[config.mk]
export PLATFORM = sky130hd
export DESIGN_NAME = alu_ctrl_sequencer
export DESIGN_NICKNAME = d
export VERILOG_FILES = /design/src/rtl/alu_ctrl_sequencer.sv
export SDC_FILE = /design/constraint.sdc
export NUM_CORES = 1
export LEC_CHECK = 0
export ABC_AREA = 1
export CAP_MARGIN = 20
export CORE_MARGIN = 2
export CORE_UTILIZATION = 40
export CTS_BUF_LIST = sky130_fd_sc_hd__clkbuf_8
export CTS_CLUSTER_DIAMETER = 150
export CTS_CLUSTER_SIZE = 16
export DETAILED_ROUTE_END_ITERATION = 10
export DONT_BUFFER_PORTS = 1
export HOLD_SLACK_MARGIN = 0.08
export REMOVE_ABC_BUFFERS = 1
export SYNTH_ARGS = -nofsm -noshare
export SYNTH_HDL_FRONTEND = slang
export SYNTH_SLANG_ARGS = --single-unit
[constraint.sdc]
create_clock -name clock -period 2.05 [get_ports clock]
set_input_delay 0.3075 -clock clock [delete_from_list [all_inputs] [get_ports clock]]
set_output_delay 0.3075 -clock clock [all_outputs]
set_load 0.1 [all_outputs]
[src/rtl/alu_ctrl_sequencer.sv]
`default_nettype none
// ============================================================================
// Module   : alu_ctrl_sequencer
// Purpose  : Registered, handshaked ALU function decoder. Accepts one decode
//            request at a time, holds the control word for a programmable
//            number of execute cycles on mult/div, and presents the result
//            with a valid/ready handshake.
// Ports    : clock, reset (async, active-high)
//            in_valid / in_ready        - request handshake
//            Function_code, ALU_optcode - request payload
//            out_valid / out_ready      - result handshake
//            ALU_control, illegal       - registered result
//            busy                       - multi-cycle execute in progress
//            retire_count               - results handed off since reset
// Revision : 1.0  initial release
// ============================================================================
module alu_ctrl_sequencer #(
   parameter int FUNCT_W     = 6,
   parameter int CTRL_W      = 4,
   parameter int MULT_CYCLES = 4,
   parameter int DIV_CYCLES  = 8,
   parameter int CNT_W       = 16
) (
   input  logic               clock,
   input  logic               reset,
   input  logic               in_valid,
   output logic               in_ready,
   input  logic [FUNCT_W-1:0] Function_code,
   input  logic               ALU_optcode,
   output logic               out_valid,
   input  logic               out_ready,
   output logic [CTRL_W-1:0]  ALU_control,
   output logic               illegal,
   output logic               busy,
   output logic [CNT_W-1:0]   retire_count
);

   localparam int C_MAX_CYC = (MULT_CYCLES > DIV_CYCLES) ? MULT_CYCLES : DIV_CYCLES;
   // A single-cycle worst case would give a zero-width counter; keep one bit.
   localparam int C_CNT_W   = (C_MAX_CYC > 1) ? $clog2(C_MAX_CYC) : 1;

   typedef enum logic [1:0] {
      S_IDLE = 2'd0,
      S_EXEC = 2'd1,
      S_DONE = 2'd2
   } state_t;

   state_t               r_state;
   state_t               w_state_nxt;
   logic [C_CNT_W-1:0]   r_cnt;
   logic [CTRL_W-1:0]    r_ctrl;
   logic                 r_ill;
   logic [CNT_W-1:0]     r_retire;

   logic [3:0]           w_dec_ctrl;
   logic                 w_dec_ill;
   logic                 w_dec_multi;
   logic                 w_dec_div;
   logic                 w_accept;
   logic                 w_retire;
   logic                 w_in_ready;

   // ------------------------------------------------------------------------
   // Decode of the incoming request. Undefined codes force 0000 so nothing
   // stale from an earlier request can leak into the result.
   // ------------------------------------------------------------------------
   always_comb begin
      w_dec_ctrl  = 4'b0000;
      w_dec_ill   = 1'b0;
      w_dec_multi = 1'b0;
      w_dec_div   = 1'b0;
      if (!ALU_optcode) begin
         case (Function_code)
            FUNCT_W'(6'b100000): w_dec_ctrl = 4'b0000;
            FUNCT_W'(6'b100010): w_dec_ctrl = 4'b0001;
            FUNCT_W'(6'b011000): begin
               w_dec_ctrl  = 4'b0010;
               w_dec_multi = 1'b1;
            end
            FUNCT_W'(6'b011010): begin
               w_dec_ctrl  = 4'b0011;
               w_dec_multi = 1'b1;
               w_dec_div   = 1'b1;
            end
            FUNCT_W'(6'b000000): w_dec_ctrl = 4'b0100;
            FUNCT_W'(6'b000010): w_dec_ctrl = 4'b0101;
            FUNCT_W'(6'b100100): w_dec_ctrl = 4'b1000;
            FUNCT_W'(6'b100101): w_dec_ctrl = 4'b1001;
            FUNCT_W'(6'b100110): w_dec_ctrl = 4'b1010;
            FUNCT_W'(6'b100111): w_dec_ctrl = 4'b1011;
            default:             w_dec_ill  = 1'b1;
         endcase
      end
   end

   // ------------------------------------------------------------------------
   // Next-state and handshake logic. In DONE the slot frees up in the same
   // cycle the consumer takes the result, which gives zero-bubble
   // back-to-back operation.
   // ------------------------------------------------------------------------
   always_comb begin
      w_state_nxt = r_state;
      w_in_ready  = 1'b0;
      w_accept    = 1'b0;
      w_retire    = 1'b0;
      case (r_state)
         S_IDLE: begin
            w_in_ready = 1'b1;
            w_accept   = in_valid;
         end
         S_EXEC: begin
            if (r_cnt == '0) begin
               w_state_nxt = S_DONE;
            end
         end
         S_DONE: begin
            w_in_ready = out_ready;
            if (out_ready) begin
               w_retire    = 1'b1;
               w_accept    = in_valid;
               w_state_nxt = S_IDLE;
            end
         end
         default: w_state_nxt = S_IDLE;
      endcase
      if (w_accept) begin
         w_state_nxt = w_dec_multi ? S_EXEC : S_DONE;
      end
   end

   always_ff @(posedge clock or posedge reset) begin
      if (reset) begin
         r_state  <= S_IDLE;
         r_cnt    <= '0;
         r_ctrl   <= '0;
         r_ill    <= 1'b0;
         r_retire <= '0;
      end else begin
         r_state <= w_state_nxt;
         if (w_accept) begin
            r_ctrl <= CTRL_W'(w_dec_ctrl);
            r_ill  <= w_dec_ill;
         end
         // Counter is loaded with N-1 so EXEC lasts exactly N cycles.
         if (w_accept && w_dec_multi) begin
            r_cnt <= w_dec_div ? C_CNT_W'(DIV_CYCLES - 1) : C_CNT_W'(MULT_CYCLES - 1);
         end else if (r_state == S_EXEC && r_cnt != '0) begin
            r_cnt <= r_cnt - 1'b1;
         end
         if (w_retire) begin
            r_retire <= r_retire + 1'b1;
         end
      end
   end

   assign in_ready     = w_in_ready;
   assign out_valid    = (r_state == S_DONE);
   assign busy         = (r_state == S_EXEC);
   assign ALU_control  = r_ctrl;
   assign illegal      = r_ill;
   assign retire_count = r_retire;

endmodule
`default_nettype wire

== Word-level counts from Yosys, hierarchy flattened ==
Cells that the tools add are included.

* Add/subtract/negate cells: 2
* Equality and inequality tests: 14
* Mux-type cells: 21
* Reduce and logical (&&, ||, !) cells: 10

{| class="wikitable"
|+ Operators by type and width
! cell !! number
|-
| $eq 6x6->1 const B || 6
|-
| $pmux 4 s9 || 1
|-
| $add 16x1->16 const B || 1
|-
| $eq 6x5->1 const B || 2
|-
| $reduce_or 10->1 || 1
|-
| $mux 1 || 9
|-
| $mux 3 || 3
|-
| $mux 2 || 4
|-
| $eq 6x2->1 const B || 1
|-
| $logic_not 6->1 || 1
|-
| $ne 3x1->1 const B || 2
|-
| $pmux 2 s3 || 1
|-
| $mux 4 || 1
|-
| $pmux 1 s2 || 2
|-
| $logic_not 3->1 || 1
|-
| $reduce_and 3->1 || 1
|-
| $reduce_bool 3->1 || 1
|-
| $sub 3x1->3 const B || 1
|-
| $eq 2x1->1 const B || 1
|-
| $eq 2x2->1 const B || 1
|-
| $logic_and 1x1->1 || 2
|-
| $logic_not 2->1 || 1
|-
| $ne 2x2->1 const B || 1
|-
| $reduce_bool 2->1 || 1
|-
| $reduce_or 2->1 || 1
|}

* Register bits: 26
* Output and inout port bits: 24

== Logic depth before layout (Yosys ltp) ==
* Depth in word-level cells: 6
* Gate-level depth with buffers: 8
* Gate-level depth less buffers: 8

== Worst setup path after synthesis ==
Ideal clock, no wire load.

* Path kind: register -> register
* Start: register r_state[1]
* End: register r_state[1]
* Library setup time: 77 ps
* Data arrival time: 2528 ps
* Path slack: -555 ps
* Cell stages (with the launch flop): 6
* Buffers on the path: 0
* Path through: dfrtp_1 nor2_1 nand2_1 nand2_1 nor2_1 a21oi_1

* Elaborated cells on any way between the ends: 10
* Classes of those cells: 5 x eq/ne; 3 x mux; 2 x reduce/logical

{| class="wikitable"
|+ RTL lines
! item !! line !! source
|-
| from (decl) || 48 || <nowiki>state_t r_state;</nowiki>
|-
| from (signal assigned) || 139 || <nowiki>r_state <= w_state_nxt;</nowiki>
|-
| $eq 2x1->1 * || - ||
|-
| net busy || 34 || <nowiki>output logic busy,</nowiki>
|-
| $ne 3x1->1 (no line) or $pmux 2 s3 (tied branches) || - ||
|-
| $reduce_and 3->1 (no line) or $mux 2 (tied branches) || - ||
|}

The timed path passes the listed nets; every way through them passes the cells marked *.
A chain may end at the register's enable or synchronous reset.

== Worst setup path in the final report ==
* Start: register r_state[1]
* End: output busy

* Longest elaborated chain between the ends: 1

{| class="wikitable"
|+ RTL lines
! item !! line !! source
|-
| $eq 2x1->1 || 158 || <nowiki>assign busy = (r_state == S_EXEC);</nowiki>
|-
| to (decl) || 34 ||
|}

Every way passes these cells.

==> out/metrics.yaml <==
status: "completed"
crit_slowest_cell: "dfrtp_1"
cp_top_family: "flip-flops"
post_drt_wl_per_cell_um: 10.9
synth_common_cells: "nand2_1, dfrtp_1, inv_1, nor2_1, nand3_1"
diodes: 0
holdWs_ns: 0.196
fin_nets: 241
grt-ovfl-total: 0
worst_pin_slew_ns: 0.326
fp.dieW_um: 66.0
crit_chain: "nor2_2 -> buf_4"
portBuffers: 0
syn_area_um2: 1540
drt_iter0_drc: 31
setup_viol: 0
grt_pass1_vias: 1205
fp.dieH_um: 66.0
crit_path_start_kind: "flop"
cts_tree: "yes"
routed_wl_um: 2960
dieArea_um2: 4350
crit_cells: 2
worstSetupPathType: "reg -> out"
place_hpwl_um: 2330
synth_edf_count: 0
area_growth_pct: 19.9
p_leak_nw: 0.962
cpPeakStageDelay_ns: 0.49
finalCriticalPeriod_ns: 1.60
synth_area_leaders: "dfrtp_1, nand2_1, inv_1, nor2_1, nand3_1"
fin_util: 0.499
synth.avg_cell_area_um2: 7.83
core_area_um2: 3690
grt_pass1_wl_um: 5080
arrival_ns: 1.29
syn_inst: 196
dr.pass1.iters: 4
fmax_mhz: 626
ys.warnings.count: 0
clockRootBuffer: "clkbuf_8"
slew_headroom: 0.783
synth_top_area_frac: 0.424
drcViolationCount: 0
power.total_mw: 1.94
post-route-period-util: 0.779
antenna_found_initial: 0
fp-row-count: 22
worstPathMaxFanout: 7
hold_violations: 0
clk_pin_slew_ns: 0.08
num_vias: 1256
synth_seq_cells: 26
timing.critical_path.buf_inv: 1
synth_area_leader_cell: "dfrtp_1"
critPathCaptureType: "output pin"
power.density_nw_per_um2: 1050
cts_buffers: 3
via_per_inst: 4.60
synth_ff_type: "dfrtp_1"
max_cap_viol_count: 0
report.final.slew_viol_count: 0
fin_skew_ns: 0.00582
gp_congestion: 0.751
cts.path.max_buffers: 2
seq_area_frac_synth: 0.424
drive_above_1_share: 0.218
clk-insertion-delay-late_ns: 0.27
htreeDepth: 1
cp.required_ns: 1.74
rsz0062_at_grt: "no"
synth.most_common_cell: "nand2_1"
synth_cell_types: 26
r2r_cells: 6
async_reset_ff_frac: 1.00
antenna_left: 0
grt_usage: 0.154
ios: 35
grt_max_degree: 27
start_util: 0.416
holdPathStages: 2
peakVddDrop_v: 0.000919
hold_class: "in -> reg"
cts_sinks: 26
[worst reg2reg max path, stage by stage (launching register included)]
cell and delay, ns:
dfrtp_1 0.49, nand2_1 0.15, nand3_2 0.19, nor2_4 0.19
nand2_4 0.09, nand2_1 0.08, o21ai_0 0.08
[power breakdown]
group | switching (mW) | internal [mW]
sequential | 0.0818 | 0.597
combinational | 0.774 | 0.204
clock | 0.148 | 0.132
[per-stage QoR]
step / setup WS (ns) / instance area (um^2) / cells / TNS [ns]
after global routing: 0.392 / 1840 / 273 / 0
after detailed placement: 0.675 / 1790 / 269 / 0
final: 0.453 / 1840 / 273 / 0
after CTS: 0.440 / 1840 / 273 / 0
after global placement: 0.688 / 1790 / 269 / 0
after floorplan: -0.555 / 1540 / 196 / -2.64
[what timing repair did]
| item | in CTS | in global routing |
|---|---|---|
| endpoints found under the hold margin | 26 | 0 |
| hold buffers | 1 | 0 |
| resized for setup | 0 | 0 |
| buffers inserted | 0 | 0 |
[area by class of cell]
class | instances | area [um^2]
sequential | 26 | 651
inverter | 28 | 110
multi-input combinational | 142 | 781
timing repair buffer | 26 | 198
tap | 48 | 60.1
fill | 378 | 1850
clock buffer | 3 | 41.3
[worst paths after layout]
kind | end | slack (ns) | from
max reg2reg | r_cnt[2] | 0.67 | r_state[1]
min in group asynchronous | retire_count[6] | 0.53 | reset
min reg2reg | ALU_control[0] | 0.49 | ALU_control[0]
max | busy | 0.45 | r_state[1]
min | ALU_control[1] | 0.20 | Function_code[1]
max in group asynchronous | r_cnt[1] | 1.28 | reset
[metal layers]
metal,share of wire,GRT usage
met1,0.51,0.205
met2,0.42,0.239
met3,0.050,0.0239
met4,0.025,0.0842
met5,0,0
[cell usage in the layout, fill, tap and decap left out]
cell and n:
nand3b_1 1, xnor2_1 5, nand3_2 3, nor2_1 21
nor3_1 2, nor2_8 2, o21ai_0 6, nand2_4 3
o21ai_1 2, nand2_1 63, inv_6 1, nand4_1 5
nand3_1 10, xnor2_2 1, dlygate4sd3_1 1, nor2_4 2
clkbuf_8 3, ha_1 3, nand2_2 1, xor2_1 4
nor3_2 1, buf_4 25, nand4_2 1, nor2_2 2
a21oi_2 1, o31ai_1 1, a21oi_1 2, inv_1 24
inv_2 3, dfrtp_1 26
[state kept, by name (all words and copies together), names as in the netlist]
signal and count:
r_state 2, illegal 1, retire_count 16, r_cnt 3, ALU_control 4
[cells by family (layout without fill, tap and decap cells)]
group | after synthesis | after routing | share of synthesized area
flip-flops | 26 | 26 | 0.424
AO/OA/AOI/OAI | 12 | 12 | 0.0407
XOR/XNOR | 10 | 10 | 0.0619
AND/OR/NAND/NOR | 117 | 117 | 0.377
adder cells (fa/ha/maj) | 3 | 3 | 0.0245
buffers and inverters | 28 | 57 | 0.0717
Note: power is estimated with default switching activity, not from simulation.
